### config.mk
export PLATFORM = sky130hd
export DESIGN_NAME = sr_ram_arbiter
export DESIGN_NICKNAME = d
export VERILOG_FILES = /design/src/rtl/sr_ram_arbiter.sv
export SDC_FILE = /design/constraint.sdc
export NUM_CORES = 1
export LEC_CHECK = 0
export BUFFER_PORTS_ARGS = -buffer_cell sky130_fd_sc_hd__buf_2
export CAP_MARGIN = 25
export CORE_MARGIN = 1.5
export CORE_UTILIZATION = 29
export DETAILED_ROUTE_END_ITERATION = 8
export GPL_TIMING_DRIVEN = 0
export PLACE_DENSITY = 0.59
export SLEW_MARGIN = 20
export SYNTH_ARGS = -nofsm -noshare
export SYNTH_HDL_FRONTEND = slang
export SYNTH_SLANG_ARGS = --single-unit
export TNS_END_PERCENT = 10
### constraint.sdc
create_clock -name clk -period 2.41 [get_ports clk]
set_input_delay 0.1205 -clock clk [delete_from_list [all_inputs] [get_ports clk]]
set_output_delay 0.1205 -clock clk [all_outputs]
set_load 0.01 [all_outputs]
### src/rtl/sr_ram_arbiter.sv
// Two-port (local CPU / NoC) round-robin arbiter in front of a single-ported RAM chunk.
// Stores complete in one cycle; loads are returned 2 cycles after their grant.
module sr_ram_arbiter #(
   parameter int unsigned RAM_CHUNK_SIZE = 1024
) (
   input  logic             clk,
   input  logic             rst_n,
   input  logic [1:0]       reqValid,
   input  logic [1:0]       reqWe,
   input  logic [1:0][31:0] reqAddr,
   input  logic [1:0][31:0] reqWData,
   output logic [1:0]       gnt,
   output logic [1:0]       err,
   output logic [1:0]       rValid,
   output logic [31:0]      rData,
   output logic [31:0]      ramAddress,
   output logic [31:0]      wrData,
   output logic             we,
   input  logic [31:0]      rdData
);

   localparam logic [31:0] CHUNK_LIMIT = 32'(RAM_CHUNK_SIZE);

   typedef enum logic [1:0] {
      IDLE    = 2'd0,
      RD_ADDR = 2'd1,
      RD_DATA = 2'd2
   } state_t;

   state_t      state_q, state_d;
   logic        last_winner_q, last_winner_d;
   logic        owner_q, owner_d;
   logic [1:0]  gnt_q, gnt_d;
   logic [1:0]  err_q, err_d;
   logic [1:0]  rvalid_q, rvalid_d;
   logic [31:0] rdata_q, rdata_d;
   logic [31:0] ram_addr_q, ram_addr_d;
   logic [31:0] wr_data_q, wr_data_d;
   logic        we_q, we_d;

   logic [1:0]  req_m_s;
   logic        any_s;
   logic        win_s;
   logic [31:0] win_addr_s;
   logic        in_range_s;
   logic        win_load_s;

   // A side being granted this cycle is still holding reqValid, so it is masked out.
   always_comb begin
      req_m_s = reqValid & ~gnt_q;
      any_s   = |req_m_s;
      if (req_m_s == 2'b11) begin
         win_s = ~last_winner_q;
      end else begin
         win_s = req_m_s[1];
      end
      win_addr_s = reqAddr[win_s];
      in_range_s = (win_addr_s < CHUNK_LIMIT);
      win_load_s = ~reqWe[win_s];
   end

   // State register.
   always_ff @(posedge clk or negedge rst_n) begin
      if (!rst_n) begin
         state_q <= IDLE;
      end else begin
         state_q <= state_d;
      end
   end

   // Next-state: only an in-range load leaves IDLE.
   always_comb begin
      state_d = state_q;
      case (state_q)
         IDLE: begin
            if (any_s && in_range_s && win_load_s) begin
               state_d = RD_ADDR;
            end else begin
               state_d = IDLE;
            end
         end
         RD_ADDR: state_d = RD_DATA;
         RD_DATA: state_d = IDLE;
         default: state_d = IDLE;
      endcase
   end

   // Output next values; pulses default low, RAM bus and read data hold.
   always_comb begin
      gnt_d         = 2'b00;
      err_d         = 2'b00;
      rvalid_d      = 2'b00;
      we_d          = 1'b0;
      rdata_d       = rdata_q;
      ram_addr_d    = ram_addr_q;
      wr_data_d     = wr_data_q;
      last_winner_d = last_winner_q;
      owner_d       = owner_q;
      case (state_q)
         IDLE: begin
            if (any_s) begin
               gnt_d[win_s]  = 1'b1;
               last_winner_d = win_s;
               if (!in_range_s) begin
                  err_d[win_s] = 1'b1;
               end else begin
                  ram_addr_d = win_addr_s;
                  if (win_load_s) begin
                     owner_d = win_s;
                  end else begin
                     wr_data_d = reqWData[win_s];
                     we_d      = 1'b1;
                  end
               end
            end else begin
               gnt_d = 2'b00;
            end
         end
         RD_ADDR: begin
            gnt_d = 2'b00;
         end
         RD_DATA: begin
            rvalid_d[owner_q] = 1'b1;
            rdata_d           = rdData;
         end
         default: begin
            gnt_d = 2'b00;
         end
      endcase
   end

   // Output and arbitration-history registers.
   always_ff @(posedge clk or negedge rst_n) begin
      if (!rst_n) begin
         gnt_q         <= 2'b00;
         err_q         <= 2'b00;
         rvalid_q      <= 2'b00;
         we_q          <= 1'b0;
         rdata_q       <= 32'h0000_0000;
         ram_addr_q    <= 32'h0000_0000;
         wr_data_q     <= 32'h0000_0000;
         last_winner_q <= 1'b1;
         owner_q       <= 1'b0;
      end else begin
         gnt_q         <= gnt_d;
         err_q         <= err_d;
         rvalid_q      <= rvalid_d;
         we_q          <= we_d;
         rdata_q       <= rdata_d;
         ram_addr_q    <= ram_addr_d;
         wr_data_q     <= wr_data_d;
         last_winner_q <= last_winner_d;
         owner_q       <= owner_d;
      end
   end

   assign gnt        = gnt_q;
   assign err        = err_q;
   assign rValid     = rvalid_q;
   assign we         = we_q;
   assign rData      = rdata_q;
   assign ramAddress = ram_addr_q;
   assign wrData     = wr_data_q;

endmodule
Word-level counts from Yosys, hierarchy flattened. Cells that the tools add are included.

Register bits after elaboration: 107. Latch bits: 0. Bits in writable memories: 0. Bits in read-only memories: 0. Input port bits: 166. Output and inout bits: 103. Word-level logic and storage cells: 55. Memories kept: 0.

Add/sub/neg operators: 0. Multipliers: 0. Divide/modulo/power cells: 0. Magnitude comparators: 5. Equality and inequality tests: 3. Shifts and indexed selects: 0. Mux-type cells: 23. Bitwise gates (word level): 4. Reductions and logical operators: 10.

Operator list (count): 2-to-1 mux 32 bit (4); < comparator 32 x 11 -> 1 bit, second input constant (1); 2-to-1 mux 2 bit (6); 2-to-1 mux 1 bit (10); AND reduction 4 bit (2); == test 2 bit, second input constant (2); logical AND 1 bit (4); < comparator 1 x 2 -> 1 bit, second input constant (2); case mux 2 bit (2 select lines) (1); AND reduction 3 bit (1); AND 2 bit (1); demux 1 bit (select 1 bit) (2); == test 2 x 1 -> 1 bit, second input constant (1); >= comparator 1 bit, second input constant (2); zero test 2 bit (1); NOT 1 bit (2); NOT 2 bit (1); AND reduction 2 bit (1); OR reduction 2 bit (1).

Longest topological paths before layout. Gate-level depths: netlist of run 1.

Word-level depth: 11. Depth in mapped cells: 7. Depth with buffers taken out: 6.

Least setup slack after synthesis of run 1. Ideal clock, no wire load.

Path type: register to register. Start point: register last_winner_q. End point: register wr_data_q[12], in the netlist wrData[12]. Library setup time: 0.127 ns. Arrival time: 1.818 ns. Data required time: 2.283 ns. Path slack: 0.465 ns. Stages on the path, launching flop included: 7. Buffers on the path: 2. Period minus slack after synthesis: 1.945 ns. Cell sequence: dfstp_2 inv_1 o21bai_2 buf_2 buf_2 mux2_2 mux2_1.

Cells in the longest elaborated chain, start to end: 6. Elaborated cells on any way between the ends: 10. Those cells by class: order compare: 1; mux: 7; bitwise: 1; reduce/logical: 1.

Ends and longest elaborated chain: from (decl) (RTL line 31) `logic last_winner_q, last_winner_d;`; from (signal assigned) (RTL line 152) `last_winner_q <= last_winner_d;`; NOT 1 bit * (RTL line 53) `win_s = ~last_winner_q;`; 2-to-1 mux 1 bit * (RTL line 52) `if (req_m_s == 2'b11) begin`; 2-to-1 mux 32 bit (implied by the code) (2 in a row) (RTL line 57) `win_addr_s = reqAddr[win_s];`; < comparator 32 x 11 -> 1 bit (RTL line 58) `in_range_s = (win_addr_s < CHUNK_LIMIT);`; AND reduction 4 bit (no source line); to (signal assigned) (RTL line 151) `wr_data_q <= wr_data_d;`; to (decl) (RTL line 38) `logic [31:0] wr_data_q, wr_data_d;`.

Every way passes the cells marked *; elsewhere a longest branch is shown, timed or not. The select of a mux whose other input is x is not followed. A chain may end at the register's enable or synchronous reset.

Worst setup path in the final report of run 1.
Start point: register last_winner_q. End point: register wr_data_q[30], in the netlist wrData[30].

Same word-level chain as after synthesis.

==> results of run 1 <==
-- stage by stage --
step	total power [mW]	util
final	3.975	0.4490
after global routing	4.165	0.4490
after CTS	4.055	0.4482
after detailed placement	2.375	0.4066
after global placement	2.358	0.4043
after floorplan	2.119	-
-- synth_stat cells, drive strengths merged --
| master | count |
|---|---|
| nand2 | 3 |
| inv | 5 |
| nand2b | 3 |
| a21o | 1 |
| buf | 9 |
| o21ai | 1 |
| clkbuf | 6 |
| nor2 | 8 |
| dfrtp | 106 |
| nand4 | 2 |
| nor3b | 1 |
| mux2 | 117 |
| nor3 | 2 |
| o21bai | 1 |
| a32oi | 1 |
| dfstp | 1 |
| nor4 | 11 |
| nor2b | 1 |
| and2 | 23 |
| a211oi | 1 |
| o32ai | 1 |
-- per-layer routing --
metal,vias up,wire [um]
met5,-,0
met4,0,219
met3,17,868
met2,165,6065
met1,1658,4737
li1,1683,-
-- final timing paths --
check	start	end	slack, ps	cells past startpoint
max	last_winner_q	wrData[30]	140	6
min	rdData[25]	rData[25]	20	2
max reg2reg	last_winner_q	wrData[30]	140	6
min reg2reg	owner_q	rValid[0]	430	1
max in group asynchronous	rst_n	last_winner_q	1450	3
min in group asynchronous	rst_n	rData[11]	290	2
-- registers in the layout, indices dropped and copies added (netlist names) --
name           cells
rData             32
last_winner_q      1
we                 1
ramAddress        32
rValid             2
owner_q            1
gnt                2
err                2
wrData            32
state_q            2
-- report_power, final --
part           switching [mW]  total (mW)  internal [mW]  leakage (nW)
Sequential             0.0169        1.85           1.84          1.41
Clock                   0.653        1.60          0.945         0.161
Combinational           0.221       0.521          0.300          2.15
Total                   0.891        3.97           3.08          3.72
-- cells by family (layout without fill, tap and decap cells) --
| kind of cell | after synthesis | count (layout) | share of synthesized area |
|---|---|---|---|
| flip-flops | 107 | 107 | 0.5869 |
| AO/OA/AOI/OAI | 6 | 6 | 0.01837 |
| multiplexers | 117 | 117 | 0.2969 |
| buffers and inverters | 20 | 337 | 0.02439 |
| AND/OR/NAND/NOR | 54 | 54 | 0.07347 |
-- cell type report --
cell class,instances,share of cell area
Multi-Input combinational cell,177,0.2589
Clock inverter,5,0.01205
Buffer,15,0.01388
Inverter,5,0.002739
Tap cell,211,0.03853
Timing Repair Buffer,301,0.2474
Sequential cell,107,0.3910
Clock buffer,11,0.03543
-- worst reg2reg max path, delay by kind of cell (launching register included) --
family	cells	cell delay, ps
multiplexers	2	640
flip-flops	1	530
buffers and inverters	3	680
AO/OA/AOI/OAI	1	310
-- repair_timing --
item,in CTS,in global routing
setup endpoints to repair,0,13
gates resized for setup,0,1
hold buffers,31,1
hold endpoints to repair,79,1
==> results.py, run 1 <==
metrics = {
    "placement": {
        "dp_slack_ps": 80.98,
        "hpwl_mm": 9.004,
        "numPortBuffers": 268,
        "gp_congestion": 0.7648,
        "post_dp_cell_area_um2": 6203,
        "placedCellCount": 784,
    },
    "setup_path": {
        "cp_num_buf_inv": 3,
        "cp_max_fo": 10,
        "cpMaxStageDelayCell": "dfstp_2",
        "critPathKind": "register to register",
        "worst_setup_path_start_kind": "register",
        "worst_ep_arrival_time_ps": 2500,
        "slowest_delay_ps": 530,
        "crit_chain": "inv_1 -> o21bai_2 -> clkbuf_4 -> buf_2 -> mux2_2 -> mux2_1",
        "cp.required_ps": 2640,
        "cp_top_family": "buffers and inverters",
        "end_kind": "register",
    },
    "global_route": {
        "antenna_found_initial": 0,
        "use_met3": 0.04033,
        "grt_pass1_vias": 3636,
        "grt-busiest-layer": "met2",
        "gr-usage-all-layers": 0.1401,
        "gr-usage-met2": 0.2543,
        "grt_overflow": 0,
        "grt_start_max_net_pins": 59,
        "grt_util_met1": 0.1550,
        "grt_pass1_wl_mm": 17.74,
    },
    "pwr": {
        "ir_drop_mv": 0.3403,
        "total_leakage_power_nw": 3.723,
        "power_density_nw_per_um2": 580.1,
    },
    "floorplanning": {
        "rows": 45,
        "die_w_um": 128.5,
        "core_um2": 15260,
        "initial_core_util": 0.2991,
        "dieArea_um2": 16500,
        "io_pins": 269,
        "die_y_um": 128.5,
    },
    "sta": {
        "setup_slack_ps": 141.1,
        "rsz0062_at_grt": "false",
        "fin_tns_setup_ps": 0,
        "report.final.hold_viol_count": 0,
        "worstMarginPinSlew_ps": 521.2,
        "drv_slew": 0,
        "setup_viol": 0,
        "fin_crit_sh": 0.9414,
        "fin_worst_skew_ps": 7.416,
        "hold_slack_ps": 17.57,
        "slew_headroom": 0.6525,
        "fmax_mhz": 440.8,
        "min_period_ps": 2269,
    },
    "job": {
        "cap_violations": 0,
    },
    "finish": {
        "instances_no_fill": 832,
        "antenna_cells": 0,
        "nFillCells": 1386,
        "syn_to_final_growth_pct": 50.11,
        "drive_gt1_frac": 0.6715,
        "multi_input_area_um2": 1774,
        "layout_commonest_cell": "buf_2",
        "nets": 782,
        "ff_latch_area_um2": 2679,
        "final_cell_mix": "271 x buf_2, 106 x dfrtp_1, 105 x mux2_2, 32 x dlygate4sd3_1, 23 x and2_1",
        "layout.cell_area.non_filler_um2": 6852,
    },
    "logic_synthesis": {
        "synth_cells": 304,
        "yosysTopAreaCell": "dfrtp_1",
        "synth_nets": 470,
        "synth.area.top_cells": "dfrtp_1 58%, mux2_2 26%, mux2_4 3.3%, and2_1 3.2%, nor4_1 1.5%",
        "ys_seq_area_frac": 0.5869,
        "netlist.area_leader.share": 0.5811,
        "yosysWarningCount": 0,
        "synth.distinct_cells": 27,
        "avgSynthCellArea_um2": 15.01,
        "synthesis.area_um2": 4564,
        "ys_ff_latch": 107,
    },
    "detailed_routing": {
        "drtPass1Iterations": 4,
        "drtIter0Drc": 58,
        "ant_nets": 0,
        "wl_per_cell_um": 14.29,
        "wl_mm": 11.89,
        "num_vias": 3523,
        "drc": 0,
        "via_per_inst": 4.234,
    },
    "clock_network": {
        "cts_tree": "built",
        "cts.sink_count": 107,
        "cts_buffers": 9,
        "h-tree-depth": 3,
        "worstSkewPairLatency_ps": 340,
        "path_clk_slew_ps": 70,
        "max-clock-path-buffers": 2,
        "cts_setup_buffers": 0,
        "cts_root_buf": "clkbuf_16",
    },
    "status": {
        "outcome": "finished, final reports clean",
    },
    "min_path": {
        "min_path_type": "input port to register",
    },
}
Power figures use the tool's default switching activity.
==> run 2, diff against run 1 <==
ABC_AREA = 1   (was unset)
PLACE_DENSITY = 0.65   (was 0.59)
==> results.py, run 2 <==
metrics = {
    "status": {
        "outcome": "finished, final reports clean",
    },
    "detailed_routing": {
        "wl_mm": 16.16,
        "num_vias": 5215,
        "via_per_inst": 4.390,
        "drtIter0Drc": 142,
        "ant_nets": 0,
        "drc": 0,
        "drtPass1Iterations": 4,
        "wl_per_cell_um": 13.60,
    },
    "setup_path": {
        "cp_top_family": "simple AND/OR/NAND/NOR gates",
        "critPathKind": "register to register",
        "worst_setup_path_start_kind": "register",
        "cpMaxStageDelayCell": "dfstp_2",
        "path_common_cell": "nand2_1",
        "slowest_delay_ps": 570,
        "cp_max_fo": 10,
        "cp_num_buf_inv": 2,
        "crit_start": "last_winner_q",
        "worst_ep_arrival_time_ps": 2450,
        "crit_chain": "nand3_4 -> nand2_8 -> buf_6 -> nand2_1 -> o21ai_1 -> nand2_1 -> nor2_1 -> nand3_1 -> nor2_8 -> nand2_4 -> buf_6 -> nand2_1 -> nand2_1",
        "r2r_start": "last_winner_q",
        "end_kind": "register",
        "cp.required_ps": 2660,
        "worst-r2r-cell-count": 13,
        "cp_num_cells": 13,
    },
    "floorplanning": {
        "initial_core_util": 0.2994,
        "core_um2": 17480,
        "rows": 48,
        "dieArea_um2": 18860,
        "die_w_um": 137.3,
        "io_pins": 269,
        "die_y_um": 137.3,
    },
    "finish": {
        "multi_input_area_um2": 2205,
        "instances_no_fill": 1188,
        "ff_latch_area_um2": 2679,
        "layout_commonest_cell": "nand2_1",
        "layout.cell_area.non_filler_um2": 7557,
        "final_cell_mix": "328 x nand2_1, 271 x buf_2, 106 x dfrtp_1, 39 x inv_1, 33 x nand4_1",
        "final_util": 0.4324,
        "nFillCells": 1765,
        "antenna_cells": 0,
        "drive_gt1_frac": 0.3707,
        "syn_to_final_growth_pct": 44.43,
        "nets": 1124,
    },
    "placement": {
        "post_dp_cell_area_um2": 6889,
        "hpwl_mm": 12.06,
        "dp_slack_ps": -48.86,
        "gp_congestion": 0.8087,
        "numPortBuffers": 268,
        "placedCellCount": 1140,
    },
    "clock_network": {
        "cts_buffers": 9,
        "cts_setup_buffers": 0,
        "cts_root_buf": "clkbuf_16",
        "max-clock-path-buffers": 2,
        "cts.sink_count": 107,
        "h-tree-depth": 3,
        "worstSkewPairLatency_ps": 360,
        "path_clk_slew_ps": 80,
        "cts_tree": "built",
    },
    "min_path": {
        "hp-start": "rdData[1]",
        "min_path_type": "input port to register",
        "hold_path_depth": 2,
    },
    "global_route": {
        "gr-usage-all-layers": 0.1698,
        "grt_overflow": 0,
        "grt_pass1_wl_mm": 24.63,
        "antenna_found_initial": 0,
        "grt_start_max_net_pins": 72,
        "grt_pass1_vias": 4920,
    },
    "sta": {
        "fin_worst_skew_ps": 8.945,
        "report.final.hold_viol_count": 0,
        "fin_crit_sh": 0.9131,
        "rsz0062_at_grt": "false",
        "slew_headroom": 0.6443,
        "fmax_mhz": 454.4,
        "min_period_ps": 2201,
        "fin_tns_setup_ps": 0,
        "setup_viol": 0,
        "hold_slack_ps": 13.57,
        "worstMarginPinSlew_ps": 533.5,
        "setup_slack_ps": 209.3,
        "drv_slew": 0,
    },
    "logic_synthesis": {
        "ys_seq_area_frac": 0.5120,
        "synth_top_family_by_area": "simple AND/OR/NAND/NOR gates",
        "synthTopCellsByCount": "328 x nand2_1, 106 x dfrtp_1, 39 x inv_1, 33 x nand4_1, 32 x mux2_2",
        "netlist.area_leader.share": 0.5069,
        "synthAdderAreaFrac": 0,
        "yosysWarningCount": 0,
        "synth_top_flop_cell": "dfrtp_1",
        "synth_compound_area_frac": 0.006695,
        "synth.distinct_cells": 25,
        "yosysMostFrequentCell": "nand2_1",
        "synthesis.area_um2": 5233,
        "synth_edf_count": 0,
        "synth_xor_xnor_area_share": 0,
        "synthMuxAreaShare": 0.06887,
        "ys_ff_latch": 107,
        "synthSimpleGateAreaFrac": 0.3396,
        "yosysTopAreaCell": "dfrtp_1",
        "synth.area.top_cells": "dfrtp_1 51%, nand2_1 24%, mux2_2 6.9%, nand4_1 3.9%, inv_1 2.8%",
        "synth_nets": 812,
        "synth_cells": 646,
        "async_flop_share": 1.000,
        "avgSynthCellArea_um2": 8.100,
    },
    "pwr": {
        "ir_drop_mv": 0.3040,
        "power_density_nw_per_um2": 546.4,
        "total_leakage_power_nw": 4.602,
        "power_mw": 4.130,
    },
    "job": {
        "cap_violations": 0,
    },
}
-- run 2: area by class of cell --
class | count | area share
timing repair buffer | 301 | 0.2243
clock buffer | 10 | 0.03162
sequential | 107 | 0.3545
multi-input combinational | 457 | 0.2917
tap | 225 | 0.03725
inverter | 48 | 0.02384
buffer | 34 | 0.02815
clock inverter | 6 | 0.008609
-- run 2: worst paths after layout --
kind,end,slack (ps)
min in group asynchronous,wrData[18],230
max,ramAddress[9],210
min reg2reg,state_q[1],450
min,rData[1],10
max reg2reg,ramAddress[9],210
max in group asynchronous,rData[19],1500
-- run 2: logic make-up (layout without fill, tap and decap cells) --
family                 count (synthesis)  count (layout)
muxes                                 32              32
and+or+nand+nor                      418             418
DFF                                  107             107
AOI/OAI and AO/OA                      7               7
buffers and inverters                 82             399
-- run 2: per-layer routing --
layer	global-route usage	wire, um
met3	0.03054	856
met5	0	0
met1	0.2035	6736
met2	0.3009	8195
met4	0.06667	367
-- run 2: where the power goes --
| part | internal [mW] | leakage [nW] | switching [mW] |
|---|---|---|---|
| sequential | 1.84 | 1.41 | 0.0241 |
| combinational | 0.316 | 3.04 | 0.445 |
| clock | 0.762 | 0.150 | 0.746 |
| total | 2.91 | 4.60 | 1.22 |
-- run 2: repair_timing --
item | 4_1_cts | 5_1_grt
endpoints found under the setup margin | 29 | 40
resized for setup | 1 | 13
hold buffers | 32 | 0
hold endpoints to repair | 67 | 0
pin swaps | 0 | 0
==> run 3, diff against run 2 <==
CTS_BUF_LIST = sky130_fd_sc_hd__clkbuf_8   (was unset)
==> results.py, run 3 (same netlist as run 2, synthesis figures left out) <==
metrics = {
    "detailed_routing": {
        "drtIter0Drc": 181,
        "ant_nets": 0,
        "drtPass1Iterations": 4,
        "wl_mm": 16.17,
        "num_vias": 5202,
        "via_per_inst": 4.371,
        "wl_per_cell_um": 13.59,
        "drc": 0,
    },
    "sta": {
        "setup_slack_ps": 218.0,
        "fin_crit_sh": 0.9095,
        "setup_viol": 0,
        "fin_worst_skew_ps": 13.51,
        "worstMarginPinSlew_ps": 533.1,
        "fmax_mhz": 456.2,
        "slew_headroom": 0.6446,
        "report.final.hold_viol_count": 0,
        "rsz0062_at_grt": "false",
        "min_period_ps": 2192,
        "drv_slew": 0,
    },
    "floorplanning": {
        "initial_core_util": 0.2994,
        "io_pins": 269,
        "dieArea_um2": 18860,
        "die_w_um": 137.3,
        "rows": 48,
        "die_y_um": 137.3,
        "core_um2": 17480,
    },
    "placement": {
        "dp_slack_ps": -48.86,
        "gp_congestion": 0.8087,
        "hpwl_mm": 12.06,
        "numPortBuffers": 268,
    },
    "clock_network": {
        "cts_setup_buffers": 0,
        "worstSkewPairLatency_ps": 390,
        "cts_root_buf": "clkbuf_8",
        "cts.sink_count": 107,
        "cts_tree": "built",
        "h-tree-depth": 3,
        "path_clk_slew_ps": 110,
        "max-clock-path-buffers": 2,
        "cts_buffers": 9,
    },
    "finish": {
        "nFillCells": 1778,
        "syn_to_final_growth_pct": 42.92,
        "layout_commonest_cell": "nand2_1",
        "nets": 1125,
        "final_cell_mix": "328 x nand2_1, 271 x buf_2, 106 x dfrtp_1, 39 x inv_1",
        "final_util": 0.4279,
        "drive_gt1_frac": 0.3734,
    },
    "setup_path": {
        "cpMaxStageDelayCell": "dfstp_2",
        "worst_setup_path_start_kind": "register",
        "slowest_delay_ps": 580,
        "rr_endpoint": "wrData[6]",
        "path_common_cell": "nand2_1",
        "cp.required_ps": 2690,
        "worst_ep_arrival_time_ps": 2470,
        "crit_start": "last_winner_q",
        "critPathCapture": "wrData[6]",
        "r2r_start": "last_winner_q",
        "critPathKind": "register to register",
        "crit_chain": "nand3_4 -> nand2_8 -> inv_2 -> buf_6 -> nand2_1 -> nand2_1 -> nor2_1 -> nand2_1 -> nor2_4 -> nand4_4 -> buf_2 -> nand2_1 -> nand2_1",
        "reg2reg_slack_ps": 220,
        "cp_max_fo": 10,
        "worst-r2r-cell-count": 13,
        "end_kind": "register",
    },
    "global_route": {
        "grt_start_max_net_pins": 72,
        "grt_pass1_vias": 4928,
        "grt_overflow": 0,
        "gr-usage-all-layers": 0.1695,
        "antenna_found_initial": 0,
        "grt_pass1_wl_mm": 24.62,
    },
    "min_path": {
        "hp-start": "reqAddr[5]",
        "min_path_type": "input port to register",
    },
    "pwr": {
        "total_leakage_power_nw": 4.560,
        "ir_drop_mv": 0.3848,
        "power_density_nw_per_um2": 504.0,
        "power_mw": 3.769,
    },
    "status": {
        "outcome": "finished, final reports clean",
    },
    "job": {
        "cap_violations": 0,
    },
}
## run 3: worst min-delay path by stage
stage	end	slack [ps]	depth (start not counted)
floorplan	err[0]	-180	0
global placement	rData[8]	350	2
detailed placement	wrData[18]	50	1
CTS	ramAddress[5]	3	5
global route	ramAddress[9]	30	5
finish	ramAddress[5]	20	5
## run 3: stage by stage
step / setup TNS [ps] / area, um2 / hold slack, ps / std cells
6_report: 0 / 7478 / 20.74 / 1190
5_1_grt: 0 / 7476 / 26.38 / 1189
4_1_cts: 0 / 7427 / 3.260 / 1189
3_5_place_dp: -966.3 / 6889 / 52.24 / 1140
3_3_place_gp: -7194 / 6855 / 352.0 / 1139
2_1_floorplan: 0 / 5233 / -175.1 / 646
## run 3: final cells by class
cell class                 instances  area, um2  area share
sequential                       107       2679      0.3582
multi-input combinational        457       2215      0.2961
timing repair buffer             302       1705      0.2280
tap                              225      281.5     0.03764
buffer                            34      212.7     0.02844
inverter                          48      180.2     0.02409
clock buffer                      10      137.6     0.01840
clock inverter                     6      65.06    0.008700
antenna                            1      2.502   0.0003346
## run 3: repair_timing
item	in CTS	in global routing
setup endpoints to repair	29	40
gates resized for setup	1	16
hold buffers	33	0
hold endpoints to repair	69	0
## run 3: critical path: cells and delay by family, from the launching register on
family | cells | cell delay, ps
flip-flops | 1 | 580
buffers and inverters | 3 | 480
AND/OR/NAND/NOR | 10 | 1030
## run 3: report_power, final
part / leakage, nW / internal (mW) / switching, mW
sequential: 1.41 / 1.84 / 0.0243
combinational: 3.04 / 0.318 / 0.447
clock: 0.104 / 0.436 / 0.707
total: 4.56 / 2.59 / 1.18
## run 3: routing by layer
metal  global-route usage  wire length (um)  share of wire  vias up
met2               0.3004              8242           0.51      153
li1                     -                 -              -     2633
met4              0.05614               283          0.018        0
met3              0.03458               886          0.055       19
met5                    0                 0              0        -
met1               0.2048              6758           0.42     2397
